<file path="src/rtl/lsu_riscv.sv">
`default_nettype none
// +----------------------------------------------------------------------------+
// | lsu_riscv : load/store unit with lane alignment, extension and timeout    |
// | Rev 1.0                                                                    |
// +----------------------------------------------------------------------------+
module lsu_riscv #(
  parameter int unsigned TIMEOUT_CYCLES = 255
) (
  input  logic        clk_i,
  input  logic        rstn_i,
  input  logic        lsu_req_i,
  input  logic        lsu_we_i,
  input  logic [2:0]  lsu_size_i,
  input  logic [31:0] lsu_addr_i,
  input  logic [31:0] lsu_data_i,
  output logic        lsu_stall_req_o,
  output logic [31:0] lsu_data_o,
  output logic        lsu_fault_o,
  output logic        data_req_o,
  output logic        data_we_o,
  output logic [3:0]  data_be_o,
  output logic [31:0] data_addr_o,
  output logic [31:0] data_wdata_o,
  input  logic        data_gnt_i,
  input  logic        data_rvalid_i,
  input  logic [31:0] data_rdata_i
);

  localparam logic [1:0] S_IDLE = 2'd0;
  localparam logic [1:0] S_REQ  = 2'd1;
  localparam logic [1:0] S_WAIT = 2'd2;
  localparam logic [1:0] S_DONE = 2'd3;

  localparam int unsigned      CNT_W    = (TIMEOUT_CYCLES > 1) ? $clog2(TIMEOUT_CYCLES) : 1;
  localparam logic [CNT_W-1:0] CNT_LAST = CNT_W'(TIMEOUT_CYCLES - 1);

  logic [1:0]       state_q, state_d;
  logic [CNT_W-1:0] cnt_q;
  logic [31:0]      addr_q, wdata_q, rdata_q;
  logic [2:0]       size_q;
  logic             we_q, fault_q;

  logic        w_bad_size, w_misaligned, w_req_fault, w_timeout;
  logic [7:0]  w_byte;
  logic [15:0] w_half;
  logic [31:0] w_load_ext;

  assign w_bad_size   = (lsu_size_i == 3'd3) || (lsu_size_i[2:1] == 2'b11);
  assign w_misaligned = ((lsu_size_i[1:0] == 2'd1) && lsu_addr_i[0]) ||
                        ((lsu_size_i[1:0] == 2'd2) && (lsu_addr_i[1:0] != 2'b00));
  assign w_req_fault  = w_bad_size || w_misaligned;
  assign w_timeout    = (TIMEOUT_CYCLES != 0) && (cnt_q == CNT_LAST);

  // Halfword accesses are aligned, so addr[0] is zero in the half select.
  assign w_byte = data_rdata_i[{addr_q[1:0], 3'b000} +: 8];
  assign w_half = data_rdata_i[{addr_q[1], 4'b0000} +: 16];

  always_comb begin
    case (size_q)
      3'd0:    w_load_ext = {{24{w_byte[7]}}, w_byte};
      3'd4:    w_load_ext = {24'd0, w_byte};
      3'd1:    w_load_ext = {{16{w_half[15]}}, w_half};
      3'd5:    w_load_ext = {16'd0, w_half};
      default: w_load_ext = data_rdata_i;
    endcase
  end

  always_ff @(posedge clk_i) begin
    if (!rstn_i) begin
      state_q <= S_IDLE;
      cnt_q   <= '0;
      addr_q  <= '0;
      wdata_q <= '0;
      size_q  <= '0;
      we_q    <= 1'b0;
      rdata_q <= '0;
      fault_q <= 1'b0;
    end else begin
      state_q <= state_d;
      case (state_q)
        S_IDLE: begin
          if (lsu_req_i) begin
            addr_q  <= lsu_addr_i;
            wdata_q <= lsu_data_i;
            size_q  <= lsu_size_i;
            we_q    <= lsu_we_i;
            rdata_q <= '0;
            fault_q <= w_req_fault;
            cnt_q   <= '0;
          end
        end
        S_REQ: begin
          cnt_q <= cnt_q + 1'b1;
          if (!data_gnt_i && w_timeout) fault_q <= 1'b1;
        end
        S_WAIT: begin
          cnt_q <= cnt_q + 1'b1;
          if (data_rvalid_i)  rdata_q <= w_load_ext;
          else if (w_timeout) fault_q <= 1'b1;
        end
        default: ;
      endcase
    end
  end

  always_comb begin
    state_d = state_q;
    case (state_q)
      S_IDLE: if (lsu_req_i) state_d = w_req_fault ? S_DONE : S_REQ;
      S_REQ: begin
        if (data_gnt_i)     state_d = we_q ? S_DONE : S_WAIT;
        else if (w_timeout) state_d = S_DONE;
      end
      S_WAIT: if (data_rvalid_i || w_timeout) state_d = S_DONE;
      default: state_d = S_IDLE;
    endcase
  end

  always_comb begin
    lsu_stall_req_o = lsu_req_i && (state_q != S_DONE);
    lsu_data_o      = rdata_q;
    lsu_fault_o     = fault_q;
    data_req_o      = 1'b0;
    data_we_o       = 1'b0;
    data_be_o       = 4'b0000;
    data_addr_o     = '0;
    data_wdata_o    = '0;
    if (state_q == S_REQ) begin
      data_req_o  = 1'b1;
      data_we_o   = we_q;
      data_addr_o = {addr_q[31:2], 2'b00};
      case (size_q[1:0])
        2'd0: begin
          data_be_o    = 4'b0001 << addr_q[1:0];
          data_wdata_o = {4{wdata_q[7:0]}};
        end
        2'd1: begin
          data_be_o    = 4'b0011 << {addr_q[1], 1'b0};
          data_wdata_o = {2{wdata_q[15:0]}};
        end
        default: begin
          data_be_o    = 4'b1111;
          data_wdata_o = wdata_q;
        end
      endcase
    end
  end

endmodule
`default_nettype wire

</file>
<file path="config.mk">
export PLATFORM = sky130hd
export DESIGN_NAME = lsu_riscv
export DESIGN_NICKNAME = d
export VERILOG_FILES = /design/src/rtl/lsu_riscv.sv
export SDC_FILE = /design/constraint.sdc
export NUM_CORES = 1
export LEC_CHECK = 0
export ABC_CLOCK_PERIOD_IN_PS = 1800
export BUFFER_PORTS_ARGS = -buffer_cell sky130_fd_sc_hd__buf_4
export CORE_ASPECT_RATIO = 1.25
export CORE_MARGIN = 2
export CORE_UTILIZATION = 45
export DETAILED_ROUTE_END_ITERATION = 8
export GPL_ROUTABILITY_DRIVEN = 0
export PLACE_DENSITY = 0.82
export SETUP_SLACK_MARGIN = 0.2
export SLEW_MARGIN = 20
export SYNTH_ARGS = -nofsm -noshare
export SYNTH_HDL_FRONTEND = slang
export SYNTH_SLANG_ARGS = --single-unit
</file>
<file path="constraint.sdc">
create_clock -name clk_i -period 1.8 [get_ports clk_i]
set_input_delay 0.54 -clock clk_i [delete_from_list [all_inputs] [get_ports clk_i]]
set_output_delay 0.54 -clock clk_i [all_outputs]
set_load 0.02 [all_outputs]
</file>
After elaboration in Yosys (flattened, before gate mapping)
Index checks and enable logic that the tools add are counted.

Input bits: 105. Output and inout bits: 104. Word-level logic and storage cells: 79. Bits in registers: 111.

Equal/unequal tests: 19. $add $sub $neg: 1. Shift operators: 4. Reductions and logical operators: 22. Muxes and demuxes: 25.

Operator list (count): $mux W32 (4); $pmux W32 S2 (2); $pmux W32 S4 (1); $shiftx A32 B6 Y16 (1); $shiftx A32 B6 Y8 (1); $pmux W8 S2 (1); $ne A2 B2 Y1 const B (7); $mux W2 (5); $add A8 B1 Y8 const B (1); $eq A8 B8 Y1 const B (1); $mux W8 (1); $pmux W4 S2 (1); $mux W1 (7); $eq A2 B1 Y1 const B (3); $eq A2 B2 Y1 const B (3); $eq A3 B3 Y1 const B (2); $pmux W2 S3 (1); $reduce_and A3 Y1 (2); $reduce_bool A2 Y1 (3); $reduce_and A5 Y1 (1); $logic_and A1 B1 Y1 (4); $logic_not A2 Y1 (2); $logic_or A1 B1 Y1 (4); $mux W4 (1); other kinds (11) (12).

Longest topological paths before layout
Gate-level depths: netlist (run 1).

Depth after elaboration: 7. Mapped depth: 9. Mapped depth without buffers: 6.

Worst setup path after synthesis (run 1)
OpenSTA, ideal clock, no wires.

Path kind: reg-to-output. From: register state_q[1]. To: output data_wdata_o[24]. Stages on the path, launching flop included: 6. Arrival: 1.574 ns. Path buffers: 2. Slack: -0.314 ns. Data required time: 1.260 ns. Path through: dfxtp_1 -> inv_1 -> ha_1 -> clkbuf_1 -> clkbuf_1 -> o211a_1.

Cells in the longest elaborated chain, start to end: 2.

Ends and longest elaborated chain: start, declared (RTL line 37) `logic [1:0] state_q, state_d;`; start signal, assigned (RTL line 79) `state_q <= state_d;`; $eq A2 B1 Y1 (RTL line 128) `if (state_q == S_REQ) begin`; $mux W32 (RTL line 128); end, declared (RTL line 23) `output logic [31:0] data_wdata_o,`.

Every way passes these cells.

Final worst setup path (run 1)
From: register state_q[1]. To: output data_addr_o[29].

Cells in the longest elaborated chain, start to end: 2.

Ends and longest elaborated chain: $eq A2 B1 Y1 (RTL line 128); $mux W32 (RTL line 128); end, declared (RTL line 22) `output logic [31:0] data_addr_o,`.

Every way passes these cells.

==> out/qor.yml, run 1 <==
status:
  status: "finished, violations left"
  violations: "setup timing"
sta:
  fin_ws_ps: -343
  fin_skew_ps: 8.31
  max_slew.worst_pin.slew_ps: 512
  rsz0062_at_grt: "true"
  fin_crit_ps: 2140
  setup_viol: 111
  slew_headroom_pct: 65.9
  fmax_mhz: 467
  final_hold_viol_count: 0
  period_share_pct: 119
  drv_slew: 0
power_and_ir_drop:
  leakage_nw: 3.87
  ir_drop_mv: 0.682
  p_per_area_nw_per_um2: 1130
synthesis:
  synth_compound_area_share_pct: 24.6
  synth-edff-count: 0
  synth_top_family_by_area: "compound AO/OA/AOI/OAI gates"
  synth-xor-area-share_pct: 0.792
  netlist.area_leader.share_pct: 40.2
  syn_avg_cell_area_um2: 8.43
  ys_ff_latch: 111
  ys_seq_area_share_pct: 40.2
  synth_top_area_cell: "dfxtp_1"
  synth_mux_area_share_pct: 5.68
  synthCells: 656
  synthAdderAreaFrac_pct: 1.36
  yosysUniqueCellTypes: 48
  synth_most_common_cell: "nand2_1"
  synth_warnings: 0
  syn_area_um2: 5530
  synth_simple_gate_area_share_pct: 22.5
  yosys-top-cells-count: "nand2_1 (162), dfxtp_1 (111), a21boi_0 (86)"
  synthArstFlopShare_pct: 0
  synthTopCellsByArea: "dfxtp_1 (40%), a21boi_0 (12%), nand2_1 (11%)"
  synth_flop_cell: "dfxtp_1"
global_routing:
  grt_pass1_vias: 5591
  grt_max_degree: 60
  gr-usage-all-layers_pct: 26.2
  grt_pass1_wl_mm: 27.5
  globalRouteOverflowTotal: 0
  antenna_found_initial: 0
placement:
  port-buffer-count: 206
  dp.cells: 1013
  place_area_um2: 7700
  hpwl_mm: 11.9
critical_path:
  critPathArrivalTime_ps: 1600
  startpoint_type: "register"
  ff2ff_path_depth: 12
  rrSetupSlack_ps: -150
  cp.depth: 6
  rr_endpoint: "cnt_q[5]"
  crit_path_end_kind: "output pin"
  required_ps: 1260
  slowest_delay_ps: 350
  crit_buf_inv: 4
  critPathKind: "register to output pin"
  critical-path-top-delay-family: "buffers and inverters"
  cp_cell_sequence: "inv_2, buf_6, ha_4, buf_12, and2_2, buf_4"
  crit_path_start: "state_q[1]"
  critPathSlowestCell: "dfxtp_2"
  r2r_start: "state_q[0]"
  path_max_fanout: 40
worst_hold_path:
  worstHoldEndpoint: "addr_q[10]"
  hp-class: "input port to register"
  hold_depth: 3
  hold_start: "lsu_addr_i[10]"
floorplan:
  start_util_pct: 45.9
  core_area_um2: 12000
  fp.dieW_um: 103
  die_h_um: 128
  fp.dieArea_um2: 13200
  io_pins: 209
  rows: 45
clocking:
  cts_made_buffers: 9
  cts_tree: "done"
  worstSkewPairLatency_ps: 350
  htree_levels: 3
  numClockSinks: 111
  clock_path_buffers: 2
  cts_root_buf: "clkbuf_16"
  clk_pin_slew_ps: 80
layout:
  instances_no_fill: 1067
  fin_nets: 1009
  areaGrowthSynthToFinish_pct: 67.5
  n_antenna_cell: 0
  fill_cells: 822
  postLayoutCellArea_um2: 9260
  drive_gt1_share_pct: 50.4
flow_run:
  maxCapViolCount: 0
drt:
  drcViolationCount: 0
  post_drt_wl_per_cell_um: 19.4
  via_per_inst: 5.62
  dr.pass1.iters: 5
  wirelength_mm: 20.7
  vias: 5997
  drt_iter0_markers: 447
  final_antenna_net_count: 0
-- worst max-delay path by stage --
stage / endpoint / slack [ps]
finish: data_addr_o[29] / -340
global route: data_wdata_o[31] / -390
CTS: data_wdata_o[13] / -320
detailed placement: lsu_data_o[17] / -230
global placement: lsu_data_o[22] / -180
floorplan: lsu_data_o[16] / 60
-- cell families (layout without fill, tap and decap cells) --
| family | Yosys count | after routing |
|---|---|---|
| simple gates | 266 | 268 |
| mux | 29 | 29 |
| fa+ha+maj | 6 | 6 |
| flops | 111 | 111 |
| other cells | 1 | 2 |
| compound gates | 179 | 179 |
| xor+xnor | 5 | 5 |
| buf+inv | 59 | 303 |
-- layout make-up --
cell class              instances  area (um2)  share of cell area [%]
clock buffers                  10         229                    2.47
clock inverters                 6        70.1                   0.757
inverters                       6        28.8                   0.311
multi-input cells             489        3730                    40.3
flip-flops and latches        111        2230                    24.1
well taps                     164         205                    2.22
repair buffers                281        2760                    29.8
-- worst min-delay path: cells and delay by family --
family / cells / cell delay [ps]
AO/OA/AOI/OAI: 1 / 40
AND/OR/NAND/NOR: 1 / 40
buffers and inverters: 1 / 110
-- report_power, final --
part           internal [mW]  total, mW  switching [mW]
logic                   2.63       5.23            2.60
registers               2.84       3.16           0.325
clock network           1.09       2.04           0.952
total                   6.56       10.4            3.88
-- flip-flops by register name, summed over array words and instances (netlist names) --
name,flops
addr_q,32
cnt_q,8
lsu_data_o,32
lsu_fault_o,1
size_q,3
state_q,2
wdata_q,32
we_q,1
-- repair_timing --
item                       CTS  global route
cloned                       3            14
setup endpoints to repair  101           175
hold buffers                 0             0
gates resized for setup    118           156
pin swaps                   22            19
buffers inserted            10            11
-- layout by cell type, fill, tap and decap left out, types with 7 or more instances in the layout --
master,n
buf_4,177
nand2_1,156
dfxtp_1,105
buf_6,79
a21boi_1,60
and2_4,40
o21ai_0,27
clkbuf_16,20
mux2i_1,14
o2bb2ai_2,14
a21boi_0,13
nor2_1,11
buf_12,11
a221o_2,10
mux2_2,9
nor2b_4,8
o211a_4,8
a21boi_2,8
o21a_1,7
-- metal layers --
metal	part of all wire (%)	up-vias	track usage [%]
met5	0	-	0
met1	38	2848	31.6
met2	49	339	43.1
met4	4.3	0	12.5
li1	-	2736	-
met3	8.7	74	6.49
-- metrics by stage --
stage / TNS (ps) / power [mW] / setup slack, ps / hold slack, ps / util, %
after CTS: -20170 / 9.30 / -316 / 415 / 70.8
after global placement: -3210 / 6.61 / -180 / 446 / 63.9
after floorplan: 0 / 5.38 / 64.8 / 439 / -
after global routing: -28960 / 10.9 / -395 / 421 / 76.8
final: -22940 / 10.4 / -343 / 423 / 76.8
after detailed placement: -4350 / 6.66 / -230 / 452 / 63.9
No activity file was read; power rests on OpenSTA's default activity.
==> run 2, diff against run 1 <==
--- a/config.mk
+++ b/config.mk
@@ -13,7 +13,8 @@
 export DETAILED_ROUTE_END_ITERATION = 8
 export GPL_ROUTABILITY_DRIVEN = 0
 export PLACE_DENSITY = 0.82
-export SETUP_SLACK_MARGIN = 0.2
+export REMOVE_ABC_BUFFERS = 1
+export SETUP_SLACK_MARGIN = 0.5
 export SLEW_MARGIN = 20
 export SYNTH_ARGS = -nofsm -noshare
 export SYNTH_HDL_FRONTEND = slang
==> out/qor.yml, run 2 (synthesis results as in run 1) <==
drt:
  post_drt_wl_per_cell_um: 20.4  # +5.0%
  wirelength_mm: 22.0  # +6.1%
  final_antenna_net_count: 0  # unchanged
  vias: 6071  # +1.2%
  dr.pass1.iters: 7  # +2
  via_per_inst: 5.63  # +0.20%
  drt_iter0_markers: 437  # -2.2%
  drcViolationCount: 0  # unchanged
floorplan:
  core_area_um2: 12000  # unchanged
  die_h_um: 128  # unchanged
  io_pins: 209  # unchanged
  rows: 45  # unchanged
  fp.dieW_um: 103  # unchanged
  fp.dieArea_um2: 13200  # unchanged
  start_util_pct: 45.9  # unchanged
critical_path:
  startpoint_type: "register"
  rr_endpoint: "lsu_data_o[12]"
  critPathSlowestCell: "dfxtp_2"
  slowest_delay_ps: 330  # -20 ps
  path_max_fanout: 10  # -75%
  critical-path-top-delay-family: "buffers and inverters"
  ff2ff_path_depth: 12  # unchanged
  required_ps: 1260  # about the same
  r2r_start: "state_q[0]"
  cp_cell_sequence: "buf_6, ha_4, buf_12, buf_16, and2_4, buf_6"
  critPathKind: "register to output pin"
  rrSetupSlack_ps: -270  # -120 ps
  crit_path_end_kind: "output pin"
  critPathArrivalTime_ps: 1580  # -20 ps
  crit_buf_inv: 4  # unchanged
  cp_common_cell: "buf_6"
power_and_ir_drop:
  p_sw_share_pct: 36.6  # -0.52 points
  pwr-share-clk_pct: 19.3  # -0.3 points
  ir_drop_mv: 0.669  # -1.9%
  pwr-share-seq_pct: 29.4  # -0.9 points
  leakage_nw: 3.94  # +2.0%
  intPower_mw: 6.74  # +2.7%
  p_total_mw: 10.6  # +1.9%
  comb_power_share_pct: 51.3  # +1.2 points
  switchingPower_mw: 3.89  # +0.44%
  p_per_area_nw_per_um2: 1160  # +2.9%
global_routing:
  grt_pass1_vias: 5792  # +3.6%
  gr-usage-all-layers_pct: 29.9  # +3.7 points
  grt_max_degree: 76  # +27%
  globalRouteOverflowTotal: 0  # unchanged
  antenna_found_initial: 0  # unchanged
  grt_pass1_wl_mm: 30.2  # +10%
sta:
  drv_slew: 0  # unchanged
  fmax_mhz: 473  # +1.3%
  timing.hold.ws_ps: 415  # -7.49 ps
  rsz0062_at_grt: "true"
  setup_viol: 117  # +5.4%
  final_hold_viol_count: 0  # unchanged
  fin_ws_ps: -316  # +27.2 ps
  fin_crit_ps: 2120  # -27.2 ps
  period_share_pct: 118  # -1.5 points
  fin_skew_ps: 11.2  # +2.92 ps
worst_hold_path:
  hp-class: "input port to register"
  worstHoldEndpoint: "lsu_data_o[27]"
  hold_start: "data_rdata_i[27]"
  hold_depth: 2  # -1
clocking:
  cts_root_buf: "clkbuf_16"
  ctsHoldBuffers: 0  # unchanged
  cts_made_buffers: 9  # unchanged
  clock_path_buffers: 2  # unchanged
  numClockSinks: 111  # unchanged
  cts_tree: "done"
  clk_pin_slew_ps: 80  # about the same
  htree_levels: 3  # unchanged
  worstSkewPairLatency_ps: 360  # about the same
status:
  violations: "setup timing"
  status: "finished, violations left"
placement:
  port-buffer-count: 206  # unchanged
  place_area_um2: 7450  # -3.2%
  hpwl_mm: 11.5  # -3.6%
layout:
  areaGrowthSynthToFinish_pct: 65.8
  n_antenna_cell: 0  # unchanged
  fin_nets: 1020  # +1.1%
  mostFrequentLayoutCells: "buf_4 (187), nand2_1 (160), dfxtp_1 (106), buf_6 (74), a21boi_0 (48)"
  drive_gt1_share_pct: 45.8  # -4.5 points
  postLayoutCellArea_um2: 9170  # -0.99%
  final_common_cell: "buf_4"
flow_run:
  maxCapViolCount: 0  # unchanged
[run 2: changes by cell type in the layout (fill, tap and decap cells not counted), sizes merged]
cell | before | now
clkinv | 5 | 4
clkinvlp | 0 | 1
bufbuf | 0 | 5
buf | 270 | 284
clkbuf | 21 | 13
and2 | 44 | 43
inv | 6 | 7
[run 2: final cells by class]
type	count	area, um2
multi-input cells	488	3420
repair buffers	293	2990
fillers	808	2880
flip-flops and latches	111	2240
clock buffers	9	225
well taps	164	205
clock inverters	7	70.1
inverters	6	22.5
[run 2: power groups by stage]
stage	Clock [mW]	Sequential, mW	Combinational [mW]
4_1_cts	2.06	3.09	4.67
6_report	2.06	3.12	5.45
3_3_place_gp	0	3.11	3.27
5_1_grt	2.19	3.17	5.70
3_5_place_dp	0	3.13	3.30
2_1_floorplan	0	3.20	1.65
[run 2: how the worst max path moves through the flow]
stage                      end  cells after the start       start  slack (ps)
6_report             data_we_o                      6  state_q[0]        -320
5_1_grt              data_we_o                      6  state_q[0]        -350
4_1_cts        data_addr_o[27]                      6  state_q[0]        -310
3_5_place_dp    lsu_data_o[31]                      6  state_q[0]        -210
3_3_place_gp    lsu_data_o[30]                      6  state_q[0]        -160
2_1_floorplan     data_be_o[3]                      2   size_q[1]        -840
[run 2: timing repair]
item | CTS | global route
pin swaps | 12 | 17
gates cloned | 11 | 7
endpoints found under the setup margin | 213 | 213
gates resized for setup | 137 | 97
buffers inserted | 18 | 12
[run 2: per-stage QoR]
step | setup slack (ps) | TNS (ps) | instances | util (%)
floorplan | -843 | -81140 | 604 | -
finish | -316 | -24360 | 1078 | 76.1
global route | -354 | -30850 | 1078 | 76.1
global placement | -165 | -2920 | 1014 | 61.8
CTS | -312 | -22370 | 1059 | 72.4
detailed placement | -211 | -4160 | 1014 | 61.8
[run 2: routing by layer]
| layer | track usage [%] | wire length [um] | up-vias |
|---|---|---|---|
| li1 | - | - | 2756 |
| met1 | 31.7 | 7740 | 2844 |
| met2 | 52.0 | 10900 | 371 |
| met3 | 9.87 | 2090 | 100 |
| met4 | 15.0 | 1220 | 0 |
| met5 | 0 | 0 | - |
==> run 3, diff against run 2 <==
--- a/config.mk
+++ b/config.mk
@@ -19,3 +19,4 @@
 export SYNTH_ARGS = -nofsm -noshare
 export SYNTH_HDL_FRONTEND = slang
 export SYNTH_SLANG_ARGS = --single-unit
+export TNS_END_PERCENT = 20
==> out/qor.yml, run 3 (synthesis results as in run 1) <==
status:
  status: "finished, violations left"
  violations: "setup timing"
sta:
  fmax_mhz: 474  # +0.41%
  rsz0062_at_grt: "true"
  setup_viol: 85  # -27%
  fin_ws_ps: -308  # +8.55 ps
  final_hold_viol_count: 0  # unchanged
  fin_crit_ps: 2110  # -8.55 ps
  period_share_pct: 117  # -0.48 points
  timing.hold.ws_ps: 415  # -0.522 ps
  fin_skew_ps: 10.6  # -0.622 ps
  drv_slew: 0  # unchanged
floorplan:
  core_area_um2: 12000  # unchanged
  fp.dieArea_um2: 13200  # unchanged
  rows: 45  # unchanged
  io_pins: 209  # unchanged
  fp.dieW_um: 103  # unchanged
  start_util_pct: 45.9  # unchanged
  die_h_um: 128  # unchanged
power_and_ir_drop:
  leakage_nw: 3.73  # -5.5%
  pwr-share-seq_pct: 32.3  # +2.9 points
  comb_power_share_pct: 46.6  # -4.7 points
  p_per_area_nw_per_um2: 1100  # -5.2%
  switchingPower_mw: 3.54  # -9.1%
  pwr-share-clk_pct: 21.1  # +1.8 points
  p_sw_share_pct: 36.5  # -0.11 points
  intPower_mw: 6.15  # -8.7%
  ir_drop_mv: 0.691  # +3.2%
layout:
  instances_no_fill: 1047  # -2.9%
  drive_gt1_share_pct: 51.6  # +5.8 points
  utilization_pct: 73.2  # -2.9 points
  fill_cells: 854  # +5.7%
  n_antenna_cell: 0  # unchanged
  final_common_cell: "buf_4"
  areaGrowthSynthToFinish_pct: 59.5
  postLayoutCellArea_um2: 8820  # -3.8%
  fin_nets: 989  # -3.0%
  mostFrequentLayoutCells: "buf_4 (157), nand2_1 (99), dfxtp_1 (89), buf_6 (88), nand2_2 (62)"
clocking:
  numClockSinks: 111  # unchanged
  clk_pin_slew_ps: 80  # about the same
  cts_tree: "done"
  cts_made_buffers: 9  # unchanged
  ctsHoldBuffers: 0  # unchanged
  htree_levels: 3  # unchanged
  clock_path_buffers: 2  # unchanged
  worstSkewPairLatency_ps: 360  # about the same
  cts_root_buf: "clkbuf_16"
placement:
  port-buffer-count: 206  # unchanged
  place_area_um2: 7450  # unchanged
  preCtsSetupSlack_ps: -211  # unchanged
  hpwl_mm: 11.5  # unchanged
  dp.cells: 1014  # unchanged
critical_path:
  critPathKind: "register to output pin"
  cp_common_cell: "buf_6"
  required_ps: 1260  # about the same
  crit_path_start: "size_q[0]"
  slowest_delay_ps: 350  # +20 ps
  ff2ff_path_depth: 8  # -4
  rrSetupSlack_ps: -50  # +220 ps
  cp_cell_sequence: "buf_6, buf_12, mux2i_1, nand2_1, o211a_1, buf_6"
  crit_path_end_kind: "output pin"
  critPathArrivalTime_ps: 1570  # about the same
  rr_endpoint: "lsu_data_o[19]"
  critPathSlowestCell: "dfxtp_2"
  crit_end: "data_wdata_o[26]"
  startpoint_type: "register"
  r2r_start: "state_q[1]"
  path_max_fanout: 7  # -3
drt:
  dr.pass1.iters: 5  # -2
  via_per_inst: 5.45  # -3.3%
  vias: 5704  # -6.0%
  drt_iter0_markers: 310  # -29%
  post_drt_wl_per_cell_um: 17.7  # -13%
  final_antenna_net_count: 0  # unchanged
  drcViolationCount: 0  # unchanged
  wirelength_mm: 18.5  # -16%
global_routing:
  gr-usage-all-layers_pct: 24.9  # -5.0 points
  grt_pass1_wl_mm: 26.1  # -14%
  grt_pass1_vias: 5241  # -9.5%
  globalRouteOverflowTotal: 0  # unchanged
  antenna_found_initial: 0  # unchanged
  grt_max_degree: 76  # unchanged
flow_run:
  maxCapViolCount: 0  # unchanged
worst_hold_path:
  hp-class: "input port to register"
[run 3: area by class of cell]
type / count / area [um2] / area share [%]
clock buffer: 9 / 225 / 2.55
clock inverter: 7 / 70.1 / 0.795
inverter: 6 / 22.5 / 0.255
multi-input combinational: 487 / 3460 / 39.2
sequential: 111 / 2250 / 25.6
tap: 164 / 205 / 2.33
timing repair buffer: 263 / 2580 / 29.3
[run 3: per-layer routing]
layer | wire length, um | GRT usage [%]
met3 | 1430 | 6.71
met4 | 498 | 8.75
met1 | 6950 | 28.8
met2 | 9630 | 43.7
met5 | 0 | 0
[run 3: critical path, delay by kind of cell (launching register included)]
family	cells	cell delay, ps
AND/OR/NAND/NOR	1	90
multiplexers	1	250
flip-flops	1	350
AO/OA/AOI/OAI	1	130
buffers and inverters	3	390
[run 3: how the worst min path moves through the flow]
stage / start / endpoint / slack, ps / cells past startpoint
3_5_place_dp: addr_q[8] / addr_q[8] / 450 / 2
5_1_grt: data_rdata_i[22] / lsu_data_o[22] / 410 / 2
2_1_floorplan: addr_q[10] / addr_q[10] / 440 / 2
3_3_place_gp: addr_q[8] / addr_q[8] / 440 / 2
4_1_cts: data_rdata_i[22] / lsu_data_o[22] / 420 / 2
6_report: data_rdata_i[27] / lsu_data_o[27] / 410 / 2
[run 3: power groups by stage]
stage	Clock [mW]	Combinational, mW	Sequential, mW
after floorplan	0	1.65	3.20
after global placement	0	3.27	3.11
after detailed placement	0	3.30	3.13
after CTS	2.06	3.84	3.10
after global routing	2.18	4.82	3.18
final	2.04	4.52	3.13
[run 3: stage by stage]
stage / TNS [ps] / power, mW
after floorplan: -81140 / 4.86
after CTS: -21930 / 9.00
after detailed placement: -4160 / 6.43
after global routing: -20760 / 10.2
after global placement: -2920 / 6.38
final: -16900 / 9.69
[run 3: what timing repair did]
action | 4_1_cts | 5_1_grt
endpoints found under the setup margin | 213 | 213
cloned | 3 | 4
pin swaps | 9 | 26
setup buffers | 6 | 4
resized for setup | 132 | 195
